File: src/rtl/quad_pkg.sv
// quad_pkg: phase encoding, direction codes, FSM states and phase-step helper
// shared by the quadrature generator and decoder.
`default_nettype none

package quad_pkg;

  localparam logic [1:0] PH_00 = 2'b00;
  localparam logic [1:0] PH_01 = 2'b01;
  localparam logic [1:0] PH_11 = 2'b11;
  localparam logic [1:0] PH_10 = 2'b10;

  localparam logic DIR_RIGHT = 1'b1;
  localparam logic DIR_LEFT  = 1'b0;

  typedef enum logic {
    IDLE = 1'b0,
    RUN  = 1'b1
  } state_t;

  // Right walks 00->01->11->10->00; left walks the same ring backwards.
  function automatic logic [1:0] next_phase(input logic [1:0] phase, input logic dir);
    logic [1:0] nxt;
    case (phase)
      PH_00:   nxt = (dir == DIR_RIGHT) ? PH_01 : PH_10;
      PH_01:   nxt = (dir == DIR_RIGHT) ? PH_11 : PH_00;
      PH_11:   nxt = (dir == DIR_RIGHT) ? PH_10 : PH_01;
      default: nxt = (dir == DIR_RIGHT) ? PH_00 : PH_11;
    endcase
    return nxt;
  endfunction

endpackage

`default_nettype wire

File: src/rtl/quad_step_generator_dwell_timer.sv
// quad_dwell_timer: loadable down-counter with zero flag, holds the per-phase dwell.
`default_nettype none

module quad_dwell_timer #(
  parameter int W = 2
) (
  input  logic         clk_i,
  input  logic         rst_i,
  input  logic         load_i,
  input  logic [W-1:0] load_val_i,
  input  logic         dec_i,
  output logic         zero_o
);

  logic [W-1:0] cnt_q;
  logic [W-1:0] cnt_d;

  always_comb begin
    cnt_d = cnt_q;
    if (load_i) begin
      cnt_d = load_val_i;
    end else if (dec_i && (cnt_q != '0)) begin
      cnt_d = cnt_q - W'(1);
    end
  end

  always_ff @(posedge clk_i or posedge rst_i) begin
    if (rst_i) begin
      cnt_q <= '0;
    end else begin
      cnt_q <= cnt_d;
    end
  end

  assign zero_o = (cnt_q == '0);

endmodule

`default_nettype wire

File: src/rtl/quad_step_generator.sv
// quad_step_generator: emits Gray-coded A/B steps on command, with a fixed dwell
// per phase and a signed wrap-around position counter.
`default_nettype none

module quad_step_generator
  import quad_pkg::*;
#(
  parameter int PHASE_CYCLES = 4,
  parameter int STEP_W       = 8,
  parameter int POS_W        = 16
) (
  input  logic                    CLK,
  input  logic                    RST,
  input  logic                    cmd_valid,
  output logic                    cmd_ready,
  input  logic                    cmd_dir,
  input  logic [STEP_W-1:0]       cmd_steps,
  input  logic                    abort,
  output logic                    quad_a,
  output logic                    quad_b,
  output logic                    busy,
  output logic                    done,
  output logic signed [POS_W-1:0] position
);

  localparam int DW = (PHASE_CYCLES > 1) ? $clog2(PHASE_CYCLES) : 1;
  localparam logic [DW-1:0]           DWELL_MAX = DW'(PHASE_CYCLES - 1);
  localparam logic [STEP_W-1:0]       STEP_ONE  = 1;
  localparam logic signed [POS_W-1:0] POS_ONE   = 1;

  state_t                    state_q;
  logic                      dir_q;
  logic [STEP_W-1:0]         steps_q;
  logic [1:0]                phase_q;
  logic signed [POS_W-1:0]   pos_q;
  logic                      ready_q;
  logic                      busy_q;
  logic                      done_q;

  logic                      dwell_zero;
  logic                      dwell_load;
  logic [DW-1:0]             dwell_load_val;
  logic                      dwell_dec;
  logic                      accept;
  logic                      advance;

  assign accept  = (state_q == IDLE) && cmd_valid;
  assign advance = (state_q == RUN) && !abort && dwell_zero && (steps_q != '0);

  // Acceptance clears the dwell so the first edge follows one cycle later.
  assign dwell_load     = accept || advance;
  assign dwell_load_val = accept ? '0 : DWELL_MAX;
  assign dwell_dec      = (state_q == RUN) && !abort && !dwell_zero;

  quad_dwell_timer #(
    .W (DW)
  ) u_dwell (
    .clk_i      (CLK),
    .rst_i      (RST),
    .load_i     (dwell_load),
    .load_val_i (dwell_load_val),
    .dec_i      (dwell_dec),
    .zero_o     (dwell_zero)
  );

  always_ff @(posedge CLK or posedge RST) begin
    if (RST) begin
      state_q <= IDLE;
      dir_q   <= DIR_RIGHT;
      steps_q <= '0;
      phase_q <= PH_00;
      pos_q   <= '0;
      ready_q <= 1'b1;
      busy_q  <= 1'b0;
      done_q  <= 1'b0;
    end else begin
      done_q <= 1'b0;
      case (state_q)
        IDLE: begin
          if (cmd_valid) begin
            dir_q   <= cmd_dir;
            steps_q <= cmd_steps;
            state_q <= RUN;
            ready_q <= 1'b0;
            busy_q  <= 1'b1;
          end
        end
        RUN: begin
          if (abort) begin
            state_q <= IDLE;
            ready_q <= 1'b1;
            busy_q  <= 1'b0;
          end else if (dwell_zero) begin
            if (steps_q != '0) begin
              phase_q <= next_phase(phase_q, dir_q);
              steps_q <= steps_q - STEP_ONE;
              pos_q   <= (dir_q == DIR_RIGHT) ? pos_q + POS_ONE : pos_q - POS_ONE;
            end else begin
              state_q <= IDLE;
              ready_q <= 1'b1;
              busy_q  <= 1'b0;
              done_q  <= 1'b1;
            end
          end
        end
        default: state_q <= IDLE;
      endcase
    end
  end

  assign cmd_ready = ready_q;
  assign busy      = busy_q;
  assign done      = done_q;
  assign quad_a    = phase_q[1];
  assign quad_b    = phase_q[0];
  assign position  = pos_q;

endmodule

`default_nettype wire

File: config.mk
export PLATFORM = sky130hd
export DESIGN_NAME = quad_step_generator
export DESIGN_NICKNAME = d
export VERILOG_FILES = /design/src/rtl/quad_pkg.sv /design/src/rtl/quad_step_generator_dwell_timer.sv /design/src/rtl/quad_step_generator.sv
export SDC_FILE = /design/constraint.sdc
export NUM_CORES = 1
export LEC_CHECK = 0
export BUFFER_PORTS_ARGS = -buffer_cell sky130_fd_sc_hd__clkbuf_2
export CAP_MARGIN = 15
export CORE_MARGIN = 3
export CORE_UTILIZATION = 33
export CTS_CLUSTER_SIZE = 40
export DETAILED_ROUTE_END_ITERATION = 16
export GPL_TIMING_DRIVEN = 0
export MAX_ROUTING_LAYER = met4
export PLACE_DENSITY = 0.63
export SLEW_MARGIN = 40
export SYNTH_ARGS = -nofsm -noshare
export SYNTH_HDL_FRONTEND = slang
export SYNTH_SLANG_ARGS = --single-unit
File: constraint.sdc
create_clock -name CLK -period 3.4 [get_ports CLK]
set_clock_uncertainty 0.2 [all_clocks]
set_input_delay 0.34 -clock CLK [delete_from_list [all_inputs] [get_ports CLK]]
set_output_delay 0.34 -clock CLK [all_outputs]
set_load 0.005 [all_outputs]
==> flow_summary_export.csv <==
group,metric,value,unit
setup_path,crit_fanout,16,
clock_tree,path_clk_slew,0.07,ns
drt,drc,0,
global_routing,grt_use_total,0.155,
synth,ys_seq_elements,33,
sta,post-route-min-period,3.02,ns
clock_tree,root_buffer,"clkbuf_8",
clock_tree,numCtsBuffers,5,
setup_path,start_kind,"flop",
finish,postLayoutCellArea,2620,sq um
finish,regArea,828,sq um
synth,avgSynthCellArea,9.18,sq um
sta,worst_slew_pin_slew,0.709,ns
setup_path,cpLargestDelayFamily,"compound AO/OA/AOI/OAI gates",
finish,final_net_count,316,
setup_path,timing.rr.start,"dir_q",
finish,multi_input_area,1360,sq um
finish,area_growth,15.8,%
synth,synth_edf_count,0,
synth,synth_top_area_frac,0.343,
run,maxCapViolCount,0,
drt,avgViaCountPerCell,5.39,
floorplanning,row_count,29,
global_routing,overflow,0,
synth,syn-num-nets,276,
clock_tree,clock_sinks,33,
place,dp_hpwl,3860,um
floorplanning,die_height,88.7,um
setup_path,cp.required,3.42,ns
synth,netlist_area,2260,sq um
finish,drive_above_1_share,0.195,
setup_path,cpMaxStageDelayCell,"dfstp_2",
drt,wire_per_inst,14.6,um
synth,synthTopCellsByCount,"dfrtp_1 (31), nand2_1 (30), nor2_1 (22), o21ai_0 (19), ha_1 (16)",
place,port_buffers,32,
worst_hold_path,min-delay-start,"cmd_dir",
pwr,ir_drop,0.294,mV
setup_path,slowest_delay,0.59,ns
clock_tree,cts_buffer_depth,2,
clock_tree,htreeDepth,2,
drt,finalWirelength,5310,um
setup_path,crit_arrival,3.04,ns
worst_hold_path,hp-class,"primary input to flop",
global_routing,first_global_vias,1950,
sta,finalMaxSlewViolations,0,
clock_tree,cts_tree,"yes",
synth,syn_inst,246,
floorplanning,num_io_pins,34,
floorplanning,dieArea,7870,sq um
finish,fillers,662,
global_routing,grt_start_max_net_pins,34,
sta,hold_violations,0,
sta,setup_tns,0,ns
global_routing,antenna_found_initial,0,
place,placed_area,2510,sq um
synth,synth_seq_area_share,0.367,
setup_path,cp-end-kind,"flop",
drt,drt_first_iter_violations,112,
floorplanning,dieWidth,88.7,um
drt,vias,1961,
sta,fin_crit_sh,0.889,
sta,rsz0062_at_grt,"no",
setup_path,path_class,"flop to flop",
sta,slew_headroom,0.527,
sta,setup_viol,0,
synth,yosysMostFrequentCell,"dfrtp_1",
synth,ys.flop_type,"dfrtp_1",
drt,ant_nets,0,
setup_path,cp.buffers_inverters,1,
place,gp_congestion,0.897,
synth,synth.distinct_cells,54,
clock_tree,cts-resized-gates,0,
drt,drtPass1Iterations,4,
floorplanning,core_area,6490,sq um
sta,max_freq,331,MHz
outcome,status,"complete, no violations",
setup_path,cp_cell_sequence,"inv_1, ha_1, a211oi_2, nor2_1, o41a_4, a31oi_4, mux2i_1, xor2_1",
global_routing,grt_pass1_wl,9320,um
floorplanning,initial_core_util,0.348,
synth,synth_area_leaders,"dfrtp_1 (34%), ha_1 (8.9%), nand2_1 (5.0%)",
finish,insertedDiodeCount,0,
synth,yosys_warnings,0,
synth,ys_async_sr_fraction,1.00,
setup_path,crit_start,"dir_q",
pwr,p_leak,1.20,nW
synth,yosysTopAreaCell,"dfrtp_1",
clock_tree,clk_latency,0.29,ns
pwr,power_density,938,nW/um^2
[stage by stage]
stage / power (mW) / worst slack [ns] / instances / hold WS, ns / utilization
floorplan: 1.79 / 0.730 / 246 / 0.249 / -
global placement: 2.11 / 0.368 / 355 / 0.254 / 0.387
detailed placement: 2.14 / 0.384 / 355 / 0.259 / 0.387
CTS: 2.47 / 0.346 / 364 / 0.0611 / 0.403
global route: 2.72 / 0.135 / 364 / 0.0968 / 0.403
finish: 2.45 / 0.378 / 364 / 0.0737 / 0.403
[cell type report]
class / count / area share
flip-flops and latches: 33 / 0.317
clock buffers: 8 / 0.0344
well taps: 77 / 0.0368
repair buffers: 33 / 0.0651
multi-input cells: 196 / 0.521
plain buffers: 7 / 0.0120
inverters: 10 / 0.0144
[cells in the final DEF (no fill, tap or decap), types with 5 or more instances in the layout]
cell / synthesis / routed
ha_1: 16 / 16
clkbuf_8: 0 / 6
xnor2_1: 7 / 7
o21ai_0: 19 / 19
a21oi_1: 14 / 14
clkbuf_2: 0 / 32
clkbuf_1: 3 / 5
nand2_1: 30 / 30
nor2_1: 22 / 22
dfrtp_1: 31 / 31
nand3_1: 5 / 5
inv_1: 9 / 8
nor3_1: 5 / 5
a211oi_1: 5 / 5
xor2_1: 6 / 6
o21a_1: 5 / 5
a21o_1: 7 / 7
[kinds of logic (layout without fill, tap and decap cells)]
logic type / Yosys count / after routing / synth area share
AOI/OAI and AO/OA: 85 / 85 / 0.274
xor gates and xnor gates: 13 / 13 / 0.0504
adders and majority gates: 17 / 17 / 0.0975
buffers and inverters: 17 / 58 / 0.0305
DFF: 33 / 33 / 0.367
muxes: 4 / 4 / 0.0177
and+or+nand+nor: 77 / 77 / 0.163
[registers in the layout, summed over array words and instances (netlist names)]
register / count
state_q: 1
busy: 1
steps_q: 8
cmd_ready: 1
phase_q: 2
dir_q: 1
u_dwell.cnt_q: 2
position: 16
done: 1
[final timing paths]
check,cells past startpoint,end,slack (ns)
worst max-delay path,8,position[15],0.38
worst min-delay path,3,dir_q,0.07
worst max register to register,8,position[15],0.38
worst min register to register,1,position[15],0.26
max in group asynchronous,3,u_dwell.cnt_q[1],2.04
min in group asynchronous,3,position[0],0.50
[worst min-delay path: stages]
cell      delay, ns
clkbuf_2       0.09
nand2_1        0.05
o21ai_0        0.07
[where the power goes]
part           internal (mW)  total (mW)  switching (mW)
Sequential             0.554       0.726           0.172
Combinational          0.654        1.41           0.759
Clock                  0.165       0.313           0.148
[layer usage]
metal  share of wire  wire length (um)  GRT usage  up-vias
met2            0.46              2430      0.244       48
met3           0.043               226     0.0289       10
met5               0                 0          -        -
met1            0.48              2570      0.202      915
li1                -                 -          -      988
met4           0.015                82     0.0467        0
[timing repair]
action,4_1_cts,5_1_grt
hold buffers,1,0
setup buffers,0,0
hold endpoints to repair,31,0
Power figures use the tool's default switching activity.
